**config.mk**
```make
export PLATFORM = sky130hd
export DESIGN_NAME = shared_ram_arbiter_flat
export DESIGN_NICKNAME = d
export VERILOG_FILES = /design/src/rtl/shared_ram_arb_pkg.sv /design/src/rtl/shared_ram_arbiter_if.sv /design/src/rtl/shared_ram_arbiter_rr_picker.sv /design/src/rtl/shared_ram_arbiter.sv /design/src/flat_wrapper.sv
export SDC_FILE = /design/constraint.sdc
export NUM_CORES = 1
export LEC_CHECK = 0
export ABC_AREA = 1
export BUFFER_PORTS_ARGS = -buffer_cell sky130_fd_sc_hd__buf_4
export CAP_MARGIN = 15
export CORE_MARGIN = 3
export CORE_UTILIZATION = 50
export DETAILED_ROUTE_END_ITERATION = 7
export HOLD_SLACK_MARGIN = 0.06
export MAX_ROUTING_LAYER = met4
export PLACE_DENSITY = 0.95
export SYNTH_ARGS = -nofsm -noshare
export SYNTH_HDL_FRONTEND = slang
export SYNTH_SLANG_ARGS = --single-unit
```
**constraint.sdc**
```tcl
create_clock -name clk -period 3.8 [get_ports clk]
set_input_delay 0.95 -clock clk [delete_from_list [all_inputs] [get_ports clk]]
set_output_delay 0.95 -clock clk [all_outputs]
set_load 0.01 [all_outputs]
```
**src/rtl/shared_ram_arb_pkg.sv**
```systemverilog
// shared_ram_arb_pkg: shared types, default widths and round-robin index helper
package shared_ram_arb_pkg;
  localparam int DEF_AW = 8;
  localparam int DEF_DW = 8;
  typedef enum logic [1:0] {IDLE, ACCESS, READ_WAIT} state_t;
  function automatic int rr_idx(input int base, input int off, input int n);
    return (base + off) % n;
  endfunction
endpackage

```
**src/rtl/shared_ram_arbiter_if.sv**
```systemverilog
// shared_ram_arbiter_if: requester-side and RAM-side signals of the shared RAM arbiter
interface shared_ram_arbiter_if import shared_ram_arb_pkg::*; #(
  parameter int N_REQ = 4,
  parameter int AW    = DEF_AW,
  parameter int DW    = DEF_DW
) ();
  logic [N_REQ-1:0]    req;
  logic [N_REQ-1:0]    we;
  logic [N_REQ*AW-1:0] addr;
  logic [N_REQ*DW-1:0] wdata;
  logic [N_REQ-1:0]    gnt;
  logic [N_REQ-1:0]    rvalid;
  logic [DW-1:0]       rdata;
  logic                ram_en;
  logic                ram_we;
  logic                ram_re;
  logic [AW-1:0]       ram_addr;
  logic [DW-1:0]       ram_wdata;
  logic [DW-1:0]       ram_rdata;
  modport slave (
    input  req, we, addr, wdata, ram_rdata,
    output gnt, rvalid, rdata, ram_en, ram_we, ram_re, ram_addr, ram_wdata
  );
  modport master (
    output req, we, addr, wdata, ram_rdata,
    input  gnt, rvalid, rdata, ram_en, ram_we, ram_re, ram_addr, ram_wdata
  );
endinterface

```
**src/rtl/shared_ram_arbiter_rr_picker.sv**
```systemverilog
// rr_picker: combinational round-robin winner search starting just after ptr
module rr_picker import shared_ram_arb_pkg::*; #(
  parameter int N_REQ = 4,
  parameter int IW    = $clog2(N_REQ)
) (
  input  logic [N_REQ-1:0] req,
  input  logic [IW-1:0]    ptr,
  output logic [IW-1:0]    idx,
  output logic             any
);
  logic [IW-1:0] j;
  assign any = |req;
  // Scan farthest-first so the slot right after ptr overwrites and wins.
  always_comb begin
    idx = '0;
    j = '0;
    for (int k = N_REQ; k >= 1; k--) begin
      j = IW'(rr_idx(int'(ptr), k, N_REQ));
      if (req[j]) idx = j;
    end
  end
endmodule

```
**src/rtl/shared_ram_arbiter.sv**
```systemverilog
// shared_ram_arbiter: round-robin sharing of one synchronous single-port RAM
module shared_ram_arbiter import shared_ram_arb_pkg::*; #(
  parameter int N_REQ = 4,
  parameter int AW    = DEF_AW,
  parameter int DW    = DEF_DW
) (
  input logic                  clk,
  input logic                  rst_n,
  shared_ram_arbiter_if.slave  bus
);
  localparam int IW = $clog2(N_REQ);
  state_t state, state_nx;
  logic [IW-1:0] ptr, win, idx;
  logic any, take;
  logic [N_REQ-1:0] gnt_r, rvalid_r;
  logic [DW-1:0] rdata_r, ram_wdata_r;
  logic [AW-1:0] ram_addr_r;
  logic ram_en_r, ram_we_r, ram_re_r;
  rr_picker #(.N_REQ(N_REQ)) u_pick (.req(bus.req), .ptr(ptr), .idx(win), .any(any));
  // ram_we_r is only consulted in ACCESS, where it still holds the captured write flag.
  always_comb begin
    take = (state == IDLE) && any;
    state_nx = (state == IDLE) ? (any ? ACCESS : IDLE) :
               (state == ACCESS && !ram_we_r) ? READ_WAIT : IDLE;
  end
  always_ff @(posedge clk or negedge rst_n) begin
    if (!rst_n) begin
      state <= IDLE;
      ptr <= IW'(N_REQ - 1);
      idx <= '0;
      gnt_r <= '0;
      rvalid_r <= '0;
      rdata_r <= '0;
      ram_en_r <= 1'b0;
      ram_we_r <= 1'b0;
      ram_re_r <= 1'b0;
      ram_addr_r <= '0;
      ram_wdata_r <= '0;
    end else begin
      state <= state_nx;
      gnt_r <= '0;
      rvalid_r <= '0;
      ram_en_r <= 1'b0;
      ram_we_r <= 1'b0;
      ram_re_r <= 1'b0;
      if (take) begin
        idx <= win;
        ptr <= win;
        gnt_r <= N_REQ'(1) << win;
        ram_en_r <= 1'b1;
        ram_we_r <= bus.we[win];
        ram_re_r <= !bus.we[win];
        ram_addr_r <= bus.addr[win*AW +: AW];
        ram_wdata_r <= bus.wdata[win*DW +: DW];
      end
      if (state == READ_WAIT) begin
        rdata_r <= bus.ram_rdata;
        rvalid_r <= N_REQ'(1) << idx;
      end
    end
  end
  assign bus.gnt       = gnt_r;
  assign bus.rvalid    = rvalid_r;
  assign bus.rdata     = rdata_r;
  assign bus.ram_en    = ram_en_r;
  assign bus.ram_we    = ram_we_r;
  assign bus.ram_re    = ram_re_r;
  assign bus.ram_addr  = ram_addr_r;
  assign bus.ram_wdata = ram_wdata_r;
endmodule

```
**src/flat_wrapper.sv**
```systemverilog
// flat-port wrapper written by rule: the top's interface ports become plain ports
module shared_ram_arbiter_flat import shared_ram_arb_pkg::*;
#(
  parameter int N_REQ = 4,
  parameter int AW    = DEF_AW,
  parameter int DW    = DEF_DW
)
  (clk, rst_n, bus_req, bus_we, bus_addr, bus_wdata, bus_ram_rdata, bus_gnt, bus_rvalid, bus_rdata, bus_ram_en, bus_ram_we, bus_ram_re, bus_ram_addr, bus_ram_wdata);
  shared_ram_arbiter_if #(.N_REQ(N_REQ), .AW(AW), .DW(DW)) bus_i ();
  input logic clk;
  input logic rst_n;
  input wire logic [$bits(bus_i.req)-1:0] bus_req;
  input wire logic [$bits(bus_i.we)-1:0] bus_we;
  input wire logic [$bits(bus_i.addr)-1:0] bus_addr;
  input wire logic [$bits(bus_i.wdata)-1:0] bus_wdata;
  input wire logic [$bits(bus_i.ram_rdata)-1:0] bus_ram_rdata;
  output wire logic [$bits(bus_i.gnt)-1:0] bus_gnt;
  output wire logic [$bits(bus_i.rvalid)-1:0] bus_rvalid;
  output wire logic [$bits(bus_i.rdata)-1:0] bus_rdata;
  output wire logic [$bits(bus_i.ram_en)-1:0] bus_ram_en;
  output wire logic [$bits(bus_i.ram_we)-1:0] bus_ram_we;
  output wire logic [$bits(bus_i.ram_re)-1:0] bus_ram_re;
  output wire logic [$bits(bus_i.ram_addr)-1:0] bus_ram_addr;
  output wire logic [$bits(bus_i.ram_wdata)-1:0] bus_ram_wdata;
  assign bus_i.req = bus_req;
  assign bus_i.we = bus_we;
  assign bus_i.addr = bus_addr;
  assign bus_i.wdata = bus_wdata;
  assign bus_i.ram_rdata = bus_ram_rdata;
  assign bus_gnt = bus_i.gnt;
  assign bus_rvalid = bus_i.rvalid;
  assign bus_rdata = bus_i.rdata;
  assign bus_ram_en = bus_i.ram_en;
  assign bus_ram_we = bus_i.ram_we;
  assign bus_ram_re = bus_i.ram_re;
  assign bus_ram_addr = bus_i.ram_addr;
  assign bus_ram_wdata = bus_i.ram_wdata;
  shared_ram_arbiter #(.N_REQ(N_REQ), .AW(AW), .DW(DW)) u_core (.clk(clk), .rst_n(rst_n), .bus(bus_i));
endmodule
```
# Word-level counts from Yosys, hierarchy flattened

Cells that the tools add are included.

Add/subtract/negate cells: 4
Order comparisons: 5
Equality and inequality tests: 2
Shifts and indexed selects: 4
Multiplexer cells: 22
Reduce and logical (&&, ||, !) cells: 6

Operators by type and width:

| cell                | count |
|---|---|
| $shiftx 32x6->8     | 2 |
| $lt 2x3->1 const B  | 5 |
| $mux 2              | 6 |
| $bmux 1 s2          | 5 |
| $mux 1              | 9 |
| $mux 4              | 2 |
| $shl 1x2->4 const A | 2 |
| $add 2x1->2 const B | 2 |
| $add 2x2->2 const B | 2 |
| $reduce_or 4->1     | 1 |
| $eq 2x1->1 const B  | 1 |
| $eq 2x2->1 const B  | 1 |
| $logic_and 1x1->1   | 2 |
| $logic_not 1->1     | 2 |
| $logic_not 2->1     | 1 |

Register bits after elaboration: 41
Input port bits: 82
Output and inout port bits: 35
Logic and storage cells: 54

# Longest topological paths before layout

Depth in word-level cells: 11
Mapped depth: 14

# Cells and area by module

A second synthesis with hierarchy kept.

Cell total of the unflattened synthesis: 391
Area, all modules: 2547.4 sq um

By module, submodules not included:

| module             | times used | cells an instance | area each (sq um) |
|---|---|---|---|
| shared_ram_arbiter | 1          | 340               | 2280.9 |
| rr_picker          | 1          | 51                | 266.5 |

# Worst setup path after synthesis

OpenSTA, ideal clock, no wires.

Path kind: input-to-reg
Start point: input bus_req[1]
End point: register u_core.ram_addr_r[5], in the netlist u_core.bus.ram_addr[5]
Setup time: 0.117 ns
Data arrival time: 2.009 ns
Required time: 3.683 ns
Setup slack: 1.675 ns
Stages: 9
Path buffers: 2
Cell sequence: inv_1 > nand4_1 > nand3_2 > inv_1 > clkbuf_1 > clkbuf_1 > or2_2 > nand2_1 > nor2_1

Cells in the longest elaborated chain, start to end: 7
Elaborated cells between the ends (all ways): 15
Classes of those cells: 1 x shift; 12 x mux; 2 x reduce/logical

Ends and longest elaborated chain:

| item                         | RTL line                           | text |
|---|---|---|
| start: declaration           | flat_wrapper.sv:12                 | `input wire logic [$bits(bus_i.req)-1:0] bus_req;` |
| $bmux 1 s2                   | shared_ram_arbiter_rr_picker.sv:19 | `if (req[j]) idx = j;` |
| $mux 1 (not written as such) | shared_ram_arbiter_rr_picker.sv:19 |  |
| $mux 2 (4 in a row)          | shared_ram_arbiter_rr_picker.sv:19 |  |
| $shiftx 32x6->8              | shared_ram_arbiter.sv:53           | `ram_addr_r <= bus.addr[win*AW +: AW];` |
| end signal: assignment       | shared_ram_arbiter.sv:53           |  |
| end: declaration             | shared_ram_arbiter.sv:17           | `logic [AW-1:0] ram_addr_r;` |

Several ways; a longest one is shown, not always the timed one. The select of a mux whose other input is x is not followed.
A chain may end at the register's enable or synchronous reset.

# Worst setup path in the final report

Start point: input bus_req[3]
End point: register u_core.ram_addr_r[1], in the netlist u_core.bus.ram_addr[1]

The elaborated chain is that of the path after synthesis.

==> results.json <==
{
  "worstPathRequired_ns": 3.99,
  "yosysWarnings": 0,
  "crit_top_cell": "nand2_1",
  "vdd_ir_drop_max_mv": 0.447,
  "worstMarginPinSlew_ns": 0.583,
  "synth_edf_count": 0,
  "wl_per_cell_um": 13.0,
  "numCtsBuffers": 5,
  "cts_resized": 0,
  "synthAdderAreaFrac": 0,
  "synth-main-ff-cell": "dfrtp_1",
  "post_cts_buffers": 0,
  "coreArea_um2": 4470,
  "startpoint_type": "input port",
  "cts_max_level": 2,
  "antenna_found_initial": 0,
  "drv_cap": 0,
  "dpl_cell_area_um2": 3220,
  "slew_headroom": 0.611,
  "ant_nets": 0,
  "clk_path_buf_depth": 2,
  "period_share": 0.678,
  "postSynthNetCount": 416,
  "syn_to_final_growth_pct": 39.4,
  "die_h_um": 75.1,
  "report.final.setup_viol": 0,
  "yosysSeqAreaShare": 0.420,
  "final_area_um2": 3330,
  "dr_total_vias": 2475,
  "yosys-top-cells-count": "nand2_1 (100), nand3_1 (46), nor2_1 (45), dfrtp_1 (38), inv_1 (38)",
  "rows": 24,
  "routed_via_density": 4.99,
  "instances_no_fill": 496,
  "drt-initial-drc-count": 164,
  "report.power.total_mw": 2.92,
  "place.gp.congestion": 0.995,
  "fill_cells": 341,
  "die_w_um": 75.1,
  "port-buffer-count": 116,
  "grt_usage": 0.242,
  "synth_compound_area_frac": 0.0173,
  "synth.top_cell.area_share": 0.398,
  "crit_path_max_fanout": 52,
  "clock.fmax_mhz": 388,
  "endpoint_kind": "flip-flop",
  "drive_gt1_frac": 0.369,
  "grt_pass1_wl_um": 10100,
  "tns_ns": 0,
  "clkLatencyLatePin_ns": 0.29,
  "first_global_vias": 2392,
  "grt.overflow.total": 0,
  "cp_top_family": "simple AND/OR/NAND/NOR gates",
  "drc": 0,
  "ys_ff_latch": 40,
  "ioPinCount": 117,
  "powerDensity_nw_per_um2": 878,
  "cts_tree": "yes",
  "hold_violations": 0,
  "crit_type": "input port to flip-flop",
  "holdBufCountCts": 0,
  "initial_core_util": 0.534,
  "clk_pin_slew_ns": 0.08,
  "ys_top_cells_by_area": "dfrtp_1 (40%), nand2_1 (16%), nand3_1 (9.6%)",
  "slew_viol_final": 0,
  "cp_num_buf_inv": 3,
  "synthSimpleGateAreaFrac": 0.414,
  "wirelength_um": 6440,
  "period_minus_slack_ns": 2.57,
  "worstPathCellList": "buf_4 > inv_1 > nand2_1 > nand3_1 > nand2_1 > inv_2 > nand2_1 > nand2_1 > nand2_2 > nand2_4 > nor2_2 > nand2_1 > nand2_1 > nor2_1",
  "dr.pass1.iters": 4,
  "status": "complete, no violations",
  "layout.nets": 525,
  "holdCritPathClass": "flip-flop to flip-flop",
  "dpl.hpwl_um": 4910,
  "synth.most_common_cell": "nand2_1",
  "synth_mux_area_frac": 0.0377,
  "arrival_ns": 2.77,
  "dieArea_um2": 5640,
  "clock_sinks": 40,
  "synth.distinct_cells": 23,
  "cp_slowest_cell": "nand2_4",
  "grt_max_degree": 53,
  "synthArstFlopShare": 1.00,
  "syn_avg_cell_area_um2": 7.15,
  "synth_top_area_cell": "dfrtp_1",
  "synthXorXnorAreaFrac": 0,
  "placed_cells": 488,
  "syn-cell-area_um2": 2390,
  "antenna_cells": 0,
  "p_leak_nw": 1.89,
  "fin_skew_ns": 0.00625,
  "syn_inst": 334,
  "synth_top_family_by_area": "simple AND/OR/NAND/NOR gates",
  "rsz0062_at_grt": "no",
  "max_stage_delay_ns": 0.39,
  "cts-root-buf": "clkbuf_8"
}
==> metrics by stage <==
stage               setup WS, ns  hold slack, ns  utilization
global route                1.01           0.478        0.744
floorplan                   1.67           0.432            -
finish                      1.23           0.452        0.744
CTS                         1.25           0.456        0.744
detailed placement         0.927           0.446        0.720
global placement            1.06           0.423        0.720
==> sequential cells by signal (all words and copies together) (netlist names) <==
signal,count
u_core.bus.ram_wdata,8
u_core.bus.ram_addr,8
u_core.bus.rvalid,4
u_core.ptr,2
u_core.state,1
u_core.idx,2
u_core.bus.gnt,4
u_core.bus.ram_we,1
u_core.bus.rdata,8
u_core.bus.ram_en,1
u_core.bus.ram_re,1
==> cells in the final DEF (no fill, tap or decap), types with 3 or more instances in the layout <==
cell type    n
buf_4      116
inv_2        4
dfrtp_1     38
inv_1       38
mux2_2       8
nor2_1      45
nand2_1    100
nand3_1     46
nand3_2      3
or2_2       16
nor3_1       6
nand2_2      3
a21oi_1      3
clkbuf_8     5
==> report_power, final <==
part	internal, mW	total (mW)	switching (mW)
combinational	0.714	1.83	1.11
clock	0.195	0.338	0.143
sequential	0.639	0.755	0.116
==> cell type report <==
class / count / area, um2 / share of cell area
clock buffers: 6 / 72.6 / 0.0218
clock inverters: 2 / 35.0 / 0.0105
inverters: 43 / 163 / 0.0489
multi-input cells: 237 / 1120 / 0.336
flip-flops and latches: 40 / 1000 / 0.301
well taps: 52 / 65.1 / 0.0195
repair buffers: 116 / 871 / 0.262
==> per-layer routing <==
layer | track usage | vias to the layer above | wire length (um) | part of all wire
met5 | - | - | 0 | 0
met4 | 0.0731 | 0 | 57 | 0.0088
met3 | 0.0521 | 7 | 536 | 0.083
met2 | 0.427 | 114 | 3330 | 0.52
met1 | 0.271 | 1113 | 2520 | 0.39
li1 | - | 1241 | - | -
==> kinds of logic (layout without fill, tap and decap cells) <==
family          Yosys count  in the layout
mux                       8              8
simple gates            223            223
flops                    40             40
buf+inv                  57            167
compound gates            6              6
==> path summary, 6_finish.rpt <==
check | cells past startpoint | slack, ns | end | start
worst max-delay path | 14 | 1.23 | u_core.bus.ram_addr[1] | bus_req[3]
worst min-delay path | 1 | 0.45 | u_core.state[1] | u_core.bus.ram_we
worst max register to register | 13 | 1.29 | u_core.bus.ram_addr[1] | u_core.ptr[0]
worst min register to register | 1 | 0.45 | u_core.state[1] | u_core.bus.ram_we
max in group asynchronous | 1 | 2.83 | u_core.ptr[0] | rst_n
min in group asynchronous | 1 | 0.62 | u_core.bus.rdata[4] | rst_n
Note: power is estimated with default switching activity, not from simulation.
